## src/rtl/music_pkg.sv

```systemverilog
// Shared constants for the music player: play-state encoding, time-code width
// and the default system clock rate.
package music_pkg;

   typedef enum logic [1:0] {
      ST_IDLE  = 2'd0,
      ST_PLAY  = 2'd1,
      ST_PAUSE = 2'd2
   } play_st_e;

   localparam int TIME_W       = 8;
   localparam int CLK_FREQ_DEF = 50_000_000;

endpackage : music_pkg

```

## src/rtl/sec_prescaler.sv

```systemverilog
// One-second prescaler: counts clk cycles 0..CLK_FREQ-1 while enabled and
// flags the terminal cycle so the caller can count an elapsed second.
module sec_prescaler #(
   parameter int CLK_FREQ = 50_000_000
) (
   input  logic clk,
   input  logic rst_n,
   input  logic en,
   input  logic clr,
   output logic tick
);

   localparam int DIV_W = $clog2(CLK_FREQ);
   localparam logic [DIV_W-1:0] DIV_LAST = DIV_W'(CLK_FREQ - 1);

   logic [DIV_W-1:0] div_cnt_q;
   logic [DIV_W-1:0] div_cnt_d;
   logic             term_cnt;

   assign term_cnt = (div_cnt_q == DIV_LAST);

   // tick is combinational so the caller's registered outputs update on the
   // same edge where the prescaler wraps.
   assign tick = en && term_cnt;

   // Next prescaler value: clear wins, then wrap or count while enabled,
   // otherwise hold (this is what freezes the phase during a pause).
   always_comb begin
      div_cnt_d = div_cnt_q;
      if (clr) begin
         div_cnt_d = '0;
      end else if (en) begin
         if (term_cnt) begin
            div_cnt_d = '0;
         end else begin
            div_cnt_d = div_cnt_q + DIV_W'(1);
         end
      end else begin
         div_cnt_d = div_cnt_q;
      end
   end

   // Prescaler register.
   always_ff @(posedge clk or negedge rst_n) begin
      if (!rst_n) begin
         div_cnt_q <= '0;
      end else begin
         div_cnt_q <= div_cnt_d;
      end
   end

endmodule : sec_prescaler

```

## src/rtl/play_timer.sv

```systemverilog
// Playback elapsed-time counter: play/pause FSM, mm:ss time-code and a
// one-cycle pulse per elapsed second. Cleared by the end-of-track detector
// (cnt_clc2) and by any change of the selected track.
module play_timer
   import music_pkg::*;
#(
   parameter int CLK_FREQ = CLK_FREQ_DEF,
   parameter int SEC_MAX  = 59,
   parameter int MIN_MAX  = 99
) (
   input  logic              clk,
   input  logic              rst_n,
   input  logic              play_key,
   input  logic              pause_key,
   input  logic [1:0]        music_reg,
   input  logic              cnt_clc2,
   output logic [TIME_W-1:0] cnt_sec,
   output logic [TIME_W-1:0] cnt_min,
   output logic              sec_tick,
   output logic [1:0]        play_state
);

   localparam logic [TIME_W-1:0] SEC_LAST = TIME_W'(SEC_MAX);
   localparam logic [TIME_W-1:0] MIN_LAST = TIME_W'(MIN_MAX);

   play_st_e          state_q,    state_d;
   logic [1:0]        music_d_q,  music_d_d;
   logic [TIME_W-1:0] cnt_sec_q,  cnt_sec_d;
   logic [TIME_W-1:0] cnt_min_q,  cnt_min_d;
   logic              sec_tick_q, sec_tick_d;

   logic track_chg;
   logic presc_en;
   logic presc_clr;
   logic presc_tick;
   logic at_limit;

   assign track_chg = (music_reg != music_d_q);
   assign at_limit  = (cnt_min_q == MIN_LAST) && (cnt_sec_q == SEC_LAST);

   // The prescaler only advances in PLAY when nothing of higher priority
   // (clear, track change, pause) claims the cycle; a pause on the terminal
   // count therefore leaves it parked at CLK_FREQ-1 with no tick.
   assign presc_en  = (state_q == ST_PLAY) && !pause_key && !cnt_clc2 && !track_chg;
   assign presc_clr = cnt_clc2 || track_chg || (state_q == ST_IDLE);

   sec_prescaler #(
      .CLK_FREQ (CLK_FREQ)
   ) u_sec_prescaler (
      .clk   (clk),
      .rst_n (rst_n),
      .en    (presc_en),
      .clr   (presc_clr),
      .tick  (presc_tick)
   );

   // Next play state: end-of-track clear, then track change, then keys.
   always_comb begin
      state_d = state_q;
      if (cnt_clc2) begin
         state_d = ST_IDLE;
      end else if (track_chg) begin
         if (music_reg == 2'd0) begin
            state_d = ST_IDLE;
         end else begin
            state_d = state_q;
         end
      end else begin
         case (state_q)
            ST_IDLE: begin
               if (play_key && (music_reg != 2'd0)) begin
                  state_d = ST_PLAY;
               end else begin
                  state_d = ST_IDLE;
               end
            end
            ST_PLAY: begin
               if (pause_key) begin
                  state_d = ST_PAUSE;
               end else begin
                  state_d = ST_PLAY;
               end
            end
            ST_PAUSE: begin
               if (play_key) begin
                  state_d = ST_PLAY;
               end else begin
                  state_d = ST_PAUSE;
               end
            end
            default: begin
               state_d = ST_IDLE;
            end
         endcase
      end
   end

   // Next time-code and second pulse; the count freezes at MIN_MAX:SEC_MAX.
   always_comb begin
      cnt_sec_d  = cnt_sec_q;
      cnt_min_d  = cnt_min_q;
      sec_tick_d = 1'b0;
      music_d_d  = music_reg;
      if (cnt_clc2 || track_chg) begin
         cnt_sec_d = '0;
         cnt_min_d = '0;
      end else if (presc_tick && !at_limit) begin
         sec_tick_d = 1'b1;
         if (cnt_sec_q == SEC_LAST) begin
            cnt_sec_d = '0;
            cnt_min_d = cnt_min_q + TIME_W'(1);
         end else begin
            cnt_sec_d = cnt_sec_q + TIME_W'(1);
         end
      end else begin
         cnt_sec_d = cnt_sec_q;
         cnt_min_d = cnt_min_q;
      end
   end

   // State, track copy and output registers.
   always_ff @(posedge clk or negedge rst_n) begin
      if (!rst_n) begin
         state_q    <= ST_IDLE;
         music_d_q  <= 2'd0;
         cnt_sec_q  <= '0;
         cnt_min_q  <= '0;
         sec_tick_q <= 1'b0;
      end else begin
         state_q    <= state_d;
         music_d_q  <= music_d_d;
         cnt_sec_q  <= cnt_sec_d;
         cnt_min_q  <= cnt_min_d;
         sec_tick_q <= sec_tick_d;
      end
   end

   assign cnt_sec    = cnt_sec_q;
   assign cnt_min    = cnt_min_q;
   assign sec_tick   = sec_tick_q;
   assign play_state = state_q;

endmodule : play_timer

```

## config.mk

```make
export PLATFORM = sky130hd
export DESIGN_NAME = play_timer
export DESIGN_NICKNAME = d
export VERILOG_FILES = /design/src/rtl/music_pkg.sv /design/src/rtl/sec_prescaler.sv /design/src/rtl/play_timer.sv
export SDC_FILE = /design/constraint.sdc
export NUM_CORES = 1
export LEC_CHECK = 0
export ABC_AREA = 1
export CAP_MARGIN = 10
export CORE_ASPECT_RATIO = 0.6
export CORE_MARGIN = 2
export CORE_UTILIZATION = 30
export CTS_CLUSTER_SIZE = 8
export DETAILED_ROUTE_END_ITERATION = 8
export SYNTH_ARGS = -nofsm -noshare
export SYNTH_HDL_FRONTEND = slang
export SYNTH_SLANG_ARGS = --single-unit
```

## constraint.sdc

```tcl
create_clock -name clk -period 1.6 [get_ports clk]
set_clock_uncertainty 0.1 [all_clocks]
set_input_delay 0.16 -clock clk [delete_from_list [all_inputs] [get_ports clk]]
set_output_delay 0.16 -clock clk [all_outputs]
set_load 0.01 [all_outputs]
```

Yosys cells after proc, flatten, opt, wreduce, memory -nomap -nowiden
Index checks and enable logic that the tools add are counted.

operators by class
  equal/unequal tests = 7
  muxes and demuxes = 18
  $add $sub $neg = 3
  reduce and logical (&&, ||, !) cells = 20

operator list
  kind                   count
  $mux 26                3
  $mux 8                 6
  $add 26x1->26 const B  1
  $eq 26x26->1 const B   1
  $add 8x1->8 const B    2
  $mux 2                 5
  $eq 8x6->1 const B     1
  $eq 8x7->1 const B     1
  $reduce_bool 2->1      4
  $logic_and 1x1->1      7
  $pmux 2 s3             1
  $logic_not 1->1        4
  $logic_not 2->1        2
  $mux 1                 3
  $ne 3x2->1 const B     1
  $eq 2x1->1 const B     1
  $eq 2x2->1 const B     1
  $logic_or 1x1->1       2
  $ne 2x2->1             1
  $reduce_and 2->1       1

storage, ports and cells
  output and inout port bits = 19
  logic and storage cells = 54
  input bits = 7
  register bits = 47

Depth between registers and ports, before layout
Gate-level depths: netlist (run 1).

  depth after elaboration = 8
  mapped depth = 11
  gate-level depth less buffers = 11

Cells and area by module
A second synthesis (run 1) with hierarchy kept.

unflattened totals
  cell total of the unflattened synthesis = 423
  area total of the unflattened synthesis = 2,994.1 sq um

by module, submodules not included
  module         cells each  seq. area each (sq um)  area each (sq um)  instances
  sec_prescaler  246         650.6                   1,687.9            1
  play_timer     177         525.5                   1,306.3            1

Least setup slack after synthesis (run 1)
Ideal clock, no wire load.

  path kind = reg-to-reg
  start point = reg cnt_sec_q[0] (netlist: cnt_sec[0])
  end point = reg cnt_min_q[2] (netlist: cnt_min[2])
  slack = -42 ps
  data arrival time = 1,425 ps
  required time = 1,383 ps
  library setup time = 117 ps
  clock period less this slack = 1,642 ps
  stages on the path, launching flop included = 12
  buffers on the path = 0
  cell sequence = dfrtp_1 > ha_1 > nand2_1 > nor2_1 > nand2_1 > nor2_1 > nor2_1 > nand2_2 > nand2_4 > nand2_2 > nand2_1 > nand2_1

between the ends
  word-level cells in the longest chain between the ends = 6
  elaborated cells between the ends (all ways) = 7
  classes of those cells = eq/ne: 1; reduce/logical: 6

RTL lines
  item                                   RTL line                             source
  start: declaration                     play_timer.sv:28                     logic [TIME_W-1:0] cnt_sec_q, cnt_sec_d;
  start signal: assignment               play_timer.sv:132                    cnt_sec_q <= cnt_sec_d;
  $eq 8x6->1 (*)                         play_timer.sv:39, play_timer.sv:109
  $logic_and 1x1->1                      play_timer.sv:39                     assign at_limit = (cnt_min_q == MIN_LAST) && (cnt_sec_q == SEC_LAST);
  $logic_not 1->1                        play_timer.sv:107                    end else if (presc_tick && !at_limit) begin
  $logic_and 1x1->1                      play_timer.sv:107
  $reduce_bool 2->1 (no source line)     n/a
  $reduce_and 2->1 (no source line) (*)  n/a
  end signal: assignment                 play_timer.sv:133                    cnt_min_q <= cnt_min_d;
  end: declaration                       play_timer.sv:29                     logic [TIME_W-1:0] cnt_min_q, cnt_min_d;

Every way passes the cells marked *; elsewhere a longest branch is shown, timed or not.
A chain may end at the register's enable or synchronous reset.

Final worst setup path (run 1)
  start point = reg u_sec_prescaler.div_cnt_q[0]
  end point = reg u_sec_prescaler.div_cnt_q[10]

between the ends
  word-level cells in the longest chain between the ends = 4
  elaborated cells between the ends (all ways) = 5
  classes of those cells = add/sub: 1; eq/ne: 1; mux: 3

RTL lines
  item                                                  RTL line                                  source
  start: declaration                                    sec_prescaler.sv:16                       logic [DIV_W-1:0] div_cnt_q;
  start signal: assignment                              sec_prescaler.sv:48                       div_cnt_q <= div_cnt_d;
  $add 26x1->26 / $eq 26x26->1 (equally long branches)  sec_prescaler.sv:36, sec_prescaler.sv:20
  $mux 26 (*)                                           sec_prescaler.sv:33                       if (term_cnt) begin
  $mux 26 (*)                                           sec_prescaler.sv:32                       end else if (en) begin
  $mux 26 (*)                                           sec_prescaler.sv:30                       if (clr) begin

Every way passes the cells marked *; elsewhere a longest branch is shown, timed or not. The select of a mux whose other input is x is not followed.

==> flow_metrics.py, run 1 <==
metrics = {
    "run_status": {
        "status": "complete, but fails checks",
        "violations": "setup timing",
    },
    "yosys": {
        "yosysSeqAreaShare_pct": 37.84,
        "yosysTopAreaCell": "dfrtp_1",
        "synth_cell_types": 31,
        "yosys.area_share.xor_xnor_pct": 2.818,
        "synth_simple_gate_area_share_pct": 44.36,
        "syn-num-nets": 471,
        "yosys.area.top_type_share_pct": 37.84,
        "syn_area_um2": 3108,
        "avgSynthCellArea_um2": 6.742,
        "synth_compound_area_share_pct": 5.475,
        "yosys.area_share.adder_pct": 1.208,
        "synth_top_family_by_area": "simple AND/OR/NAND/NOR gates",
        "synth_cells": 461,
        "yosys_warnings": 0,
        "synth_mux_area_share_pct": 0,
        "synth_area_leaders": "dfrtp_1 38%, nand2_1 18%, nand3_1 7.1%, inv_1 6.9%, nor2_1 6.9%",
        "synth-seq-cells": 47,
    },
    "timing": {
        "post-route-period-util_pct": 111.5,
        "rsz0062_at_grt": "true",
        "period_needed_ns": 1.783,
        "report.final.hold_viol_count": 0,
        "slew_viol_final": 0,
        "setup_viol": 41,
        "tightest_slew_ns": 0.4974,
        "setup_ws_ns": -0.1834,
        "holdWs_ns": 0.2544,
        "fmax_mhz": 560.7,
        "maxSlewHeadroom_pct": 66.59,
    },
    "floorplanning": {
        "ios": 26,
        "start_util_pct": 31.13,
        "die_w_um": 135.4,
        "die_height_um": 82.84,
        "core_um2": 9985,
        "row_count": 28,
        "die-area_um2": 11220,
    },
    "placement": {
        "pre_cts_ws_ns": -0.3625,
        "dp_hpwl_um": 7590,
        "placedCellCount": 705,
        "port_buffers": 25,
        "gp_congestion": 0.9315,
    },
    "detailed_routing": {
        "dr.first_iter.drc_count": 356,
        "wl_per_cell_um": 14.31,
        "via_count": 3509,
        "antenna_left": 0,
        "drc": 0,
        "drt_wl_total_um": 10460,
        "dr.pass1.iters": 5,
        "avgViaCountPerCell": 4.800,
    },
    "global_route": {
        "overflow": 0,
        "grt_pass1_vias": 3142,
        "track_usage_pct": 18.32,
        "grt_pass1_wl_um": 16190,
        "grt_max_degree": 24,
        "grt_antenna_before_repair": 0,
    },
    "hold_path": {
        "hp-class": "input pin to async pin",
    },
    "cells_and_area": {
        "layout-drive-gt1-share_pct": 27.85,
        "antenna_cells": 0,
        "layout_common_cells": "143 x nand2_1, 91 x buf_4, 55 x inv_1, 50 x nor2_1, 46 x dfrtp_1",
        "syn2layout_area_growth_pct": 53.34,
        "fin_nets": 605,
        "layout_commonest_cell": "nand2_1",
        "layoutNonFillerInstCount": 731,
        "n_fill_cell": 971,
        "fin_util_pct": 47.73,
    },
    "critical_path": {
        "cp.required_ns": 1.69,
        "crit_type": "flip-flop to flip-flop",
        "crit_path_end_kind": "flip-flop",
        "cp_max_fo": 6,
        "worstSetupStartpointType": "flip-flop",
        "r2r_slack_ns": -0.18,
        "worstPathArrival_ns": 1.87,
    },
    "clocking": {
        "cts_sinks": 47,
        "cts_tree": "done",
        "insertion_delay_ns": 0.29,
        "cts-root-buf": "clkbuf_16",
        "htree_num_levels": 2,
        "clk_pin_slew_ns": 0.07,
        "cts_buffer_depth": 2,
        "cts_buffers": 5,
    },
    "power": {
        "total_power_mw": 2.694,
        "p_per_area_nw_per_um2": 565.2,
        "power.leakage_nw": 2.458,
        "vdd_drop_max_mv": 0.3788,
    },
    "job": {
        "cap_viol_max_count": 0,
    },
}
[path summary, 6_finish.rpt]
kind | startpoint | to | depth (start not counted)
worst max-delay path | u_sec_prescaler.div_cnt_q[0] | u_sec_prescaler.div_cnt_q[10] | 11
worst min-delay path | rst_n | u_sec_prescaler.div_cnt_q[23] | 2
worst max register to register | u_sec_prescaler.div_cnt_q[0] | u_sec_prescaler.div_cnt_q[10] | 11
worst min register to register | cnt_min[7] | cnt_min[7] | 2
max in group asynchronous | rst_n | cnt_min[3] | 3
min in group clk | music_reg[0] | play_state[1] | 5
[logic make-up after synthesis]
group                    after synthesis
AO/OA/AOI/OAI                         32
adder cells (fa/ha/maj)                3
AND/OR/NAND/NOR                      305
XOR/XNOR                              10
flip-flops                            47
buffers and inverters                 64
[power breakdown]
| part | switching [mW] | internal, mW | leakage (nW) | total [mW] |
|---|---|---|---|---|
| Combinational | 0.131 | 0.0946 | 1.72 | 0.226 |
| Clock | 0.490 | 0.779 | 0.0868 | 1.27 |
| Sequential | 0.00514 | 1.19 | 0.650 | 1.20 |
[worst max-delay path: stages (launching register included)]
cell	delay (ns)
dfrtp_1	0.36
ha_2	0.20
nand2_2	0.07
nor2_4	0.19
buf_6	0.13
nand2_4	0.06
nor2_4	0.16
buf_4	0.13
buf_4	0.10
nand3_1	0.07
nand2_1	0.07
nor2_1	0.04
[layer usage]
metal	GRT usage [%]	routed length, um
met5	0	0
met4	4.356	97
met3	4.884	1143
met2	22.93	3948
met1	30.02	5272
[registers in the layout, summed over array words and instances, names as in the netlist]
name / count
play_state: 2
sec_tick: 1
cnt_sec: 8
music_d_q: 2
u_sec_prescaler.div_cnt_q: 26
cnt_min: 8
[timing repair]
action                                 4_1_cts  5_1_grt
setup endpoints to repair                   44       52
gates cloned                                 1        2
pin swaps                                   21       15
gates resized for setup                     38       26
endpoints found under the hold margin       15        2
hold buffers                                 1        2
buffers inserted                             6        9
[cells in the mapped netlist, drive strengths merged]
cell      n
inv      58
ha        3
clkinv    2
o21ai    21
nand2   158
nand3b    2
nor3b     2
nand4    15
dfrtp    47
a21o      1
xor2      8
nor3     13
o31ai     1
nand3    45
clkbuf    1
xnor2     2
nor2     69
buf       3
and3      1
o21bai    2
a21oi     7
[through the flow]
step,TNS (ns),area (um^2)
CTS,-5.434,4561
floorplan,-0.06003,3118
finish,-5.043,4766
detailed placement,-12.99,4237
global route,-9.004,4766
global placement,-10.60,4237
[layout make-up]
type,instances,area [um^2],area share (%)
well taps,135,168.9,3.544
multi-input cells,351,1851,38.83
clock inverters,2,35.03,0.7351
flip-flops and latches,47,1177,24.70
repair buffers,130,1169,24.52
inverters,60,226.5,4.752
clock buffers,6,138.9,2.914
(Power assumes the default switching activity.)
==> run 2: changes to the inputs <==
--- a/config.mk
+++ b/config.mk
@@ -5,7 +5,6 @@
 export SDC_FILE = /design/constraint.sdc
 export NUM_CORES = 1
 export LEC_CHECK = 0
-export ABC_AREA = 1
 export CAP_MARGIN = 10
 export CORE_ASPECT_RATIO = 0.6
 export CORE_MARGIN = 2
==> run 2 against run 1 <==
The flow still finishes with violations (setup timing). Count of clock-buffer cells in the layout unchanged. Sequential power about the same. Via count is 14% lower. Die area down 11%. Clock power shrank 15%. Hold slack gained 0.024 ns. Worst setup slack worse by 0.63 ns. Synthesized area is 12% lower. Register-to-register slack worse by 0.63 ns. Synthesized cell count shrank 32%. Critical path depth down 6. Critical endpoint is now cnt_sec[6].
==> flow_metrics.py, run 2 <==
metrics = {
    "run_status": {
        "status": "complete, but fails checks",
        "violations": "setup timing",
    },
    "cells_and_area": {
        "final-seq-area_um2": 1180,
        "layout_commonest_cell": "buf_4",
        "multiInputGateArea_um2": 1913,
        "layoutNonFillerInstCount": 555,
        "fin_nets": 452,
        "largest_reg_flops": 26,
        "fin_util_pct": 53.67,
        "n_fill_cell": 740,
        "fin_area_um2": 4662,
        "antenna_cells": 0,
        "syn2layout_area_growth_pct": 69.90,
        "layout-drive-gt1-share_pct": 44.47,
        "layout_common_cells": "92 x buf_4, 44 x dfrtp_1, 28 x nand2_1, 15 x nor2_1, 14 x nand4_1",
        "top_register": "u_sec_prescaler.div_cnt_q",
    },
    "critical_path": {
        "critPathTopFamily": "simple AND/OR/NAND/NOR gates",
        "crit_path_end_kind": "flip-flop",
        "cp_slowest_cell": "or4b_4",
        "cp.required_ns": 1.69,
        "cp_max_fo": 3,
        "startpoint": "u_sec_prescaler.div_cnt_q[24]",
        "r2r-start": "u_sec_prescaler.div_cnt_q[24]",
        "crit_type": "flip-flop to flip-flop",
        "worstSetupStartpointType": "flip-flop",
        "cp_slowest_stage_delay_ns": 0.59,
        "worstPathArrival_ns": 2.50,
        "cp_cell_sequence": "or4b_1, or4_4, or4b_4, o31ai_4, a21oi_2",
        "critPathBufInv": 0,
    },
    "yosys": {
        "yosys_warnings": 0,
        "yosysTopAreaCell": "dfrtp_1",
        "syn-num-nets": 323,
        "synth_area_leaders": "dfrtp_1 43%, nand2_1 4.4%, a21oi_1 4.2%, o21ai_0 3.3%, nand4_1 3.2%",
        "yosys.area.top_type_share_pct": 42.86,
        "avgSynthCellArea_um2": 8.766,
        "syn_area_um2": 2744,
        "yosysMostFrequentCell": "dfrtp_1",
        "synthFlopType": "dfrtp_1",
        "synth-seq-cells": 47,
        "synth_edf_count": 0,
        "synth_cell_types": 48,
        "synthArstFlopShare_pct": 100.0,
        "yosysSeqAreaShare_pct": 42.86,
        "synthTopCellsByCount": "47 x dfrtp_1, 32 x nand2_1, 23 x a21oi_1",
        "synth_cells": 313,
    },
    "timing": {
        "setup_ws_ns": -0.8111,
        "slew_viol_final": 0,
        "tightest_slew_ns": 0.3876,
        "report.final.hold_viol_count": 0,
        "fmax_mhz": 414.8,
        "post-route-period-util_pct": 150.7,
        "holdWs_ns": 0.2782,
        "setup_viol": 43,
        "maxSlewHeadroom_pct": 74.13,
        "fin_tns_setup_ns": -20.55,
        "rsz0062_at_grt": "true",
        "period_needed_ns": 2.411,
    },
    "placement": {
        "placedCellCount": 535,
        "place_area_um2": 3983,
        "dp_hpwl_um": 6441,
        "pre_cts_ws_ns": -0.8583,
        "port_buffers": 25,
        "gp_congestion": 0.8464,
    },
    "clocking": {
        "clk_pin_slew_ns": 0.07,
        "cts-root-buf": "clkbuf_16",
        "htree_num_levels": 2,
        "cts_sinks": 47,
        "insertion_delay_ns": 0.30,
        "cts_buffers": 5,
        "cts_tree": "done",
        "cts_buffer_depth": 2,
    },
    "global_route": {
        "grt_pass1_wl_um": 14610,
        "overflow": 0,
        "grt_max_degree": 48,
        "grt_antenna_before_repair": 0,
        "track_usage_pct": 18.75,
        "grt_pass1_vias": 2829,
    },
    "floorplanning": {
        "row_count": 26,
        "core_um2": 8686,
        "die-area_um2": 9952,
        "die_height_um": 78.08,
        "ios": 26,
        "die_w_um": 127.5,
        "start_util_pct": 31.59,
    },
    "detailed_routing": {
        "drt_wl_total_um": 9434,
        "dr.first_iter.drc_count": 227,
        "avgViaCountPerCell": 5.459,
        "drc": 0,
        "dr.pass1.iters": 4,
        "via_count": 3030,
        "wl_per_cell_um": 17.00,
        "antenna_left": 0,
    },
    "power": {
        "p_per_area_nw_per_um2": 525.4,
        "total_power_mw": 2.449,
        "power.leakage_nw": 2.134,
        "vdd_drop_max_mv": 0.4471,
    },
    "job": {
        "cap_viol_max_count": 0,
    },
    "hold_path": {
        "hp-class": "input pin to async pin",
    },
}
-- run 2: cell count changes after synthesis, moves of 8 or more --
cell      delta
nor4_1       +9
inv_1       -45
a31oi_1     +13
nand3_1     -29
clkbuf_1    +14
nand2_1    -117
a21oi_1     +16
and3_1       +8
nor2_1      -42
-- run 2: what timing repair did --
item / 4_1_cts / 5_1_grt
pin swaps: 23 / 20
hold buffers: 1 / 0
setup buffers: 5 / 6
endpoints found under the setup margin: 48 / 55
gates resized for setup: 49 / 56
endpoints found under the hold margin: 47 / 0
gates cloned: 1 / 3
-- run 2: final timing paths --
| check | cells after the start | end | slack (ns) |
|---|---|---|---|
| worst max-delay path | 5 | cnt_sec[6] | -0.81 |
| worst min-delay path | 3 | cnt_min[5] | 0.28 |
| worst max register to register | 5 | cnt_sec[6] | -0.81 |
| worst min register to register | 1 | u_sec_prescaler.div_cnt_q[18] | 0.43 |
| max in group asynchronous | 3 | u_sec_prescaler.div_cnt_q[18] | 0.87 |
| min in group clk | 1 | u_sec_prescaler.div_cnt_q[18] | 0.43 |
-- run 2: power breakdown --
group / switching, mW / total [mW] / internal (mW)
logic: 0.0970 / 0.178 / 0.0812
registers: 0.00417 / 1.20 / 1.19
clock network: 0.488 / 1.08 / 0.587
-- run 2: cell families after synthesis --
family / after synthesis / synth area share [%]
AND/OR/NAND/NOR: 148 / 31.10
AO/OA/AOI/OAI: 76 / 17.10
flip-flops: 47 / 42.86
buffers and inverters: 27 / 3.693
XOR/XNOR: 11 / 3.511
adder cells (fa/ha/maj): 3 / 1.368
multiplexers: 1 / 0.3648
-- run 2: worst register-to-register path, stage by stage (launching register included) --
cell,delay [ns]
dfrtp_1,0.37
or4b_1,0.52
or4_4,0.44
or4b_4,0.59
o31ai_4,0.20
a21oi_2,0.08
-- run 2: cell type report --
class,instances,share of cell area [%]
clock inverter,2,0.3489
multi-input combinational,239,41.04
tap,112,3.006
timing repair buffer,137,26.52
clock buffer,6,2.764
inverter,12,1.020
sequential,47,25.31
-- run 2: per-layer routing --
layer  routed length [um]  up-vias  global-route usage (%)
met5                    0        -                       0
met4                   74        0                   4.176
met3                  501       11                   3.613
met2                 3873       95                   26.15
met1                 4985     1489                   29.58
li1                     -     1435                       -
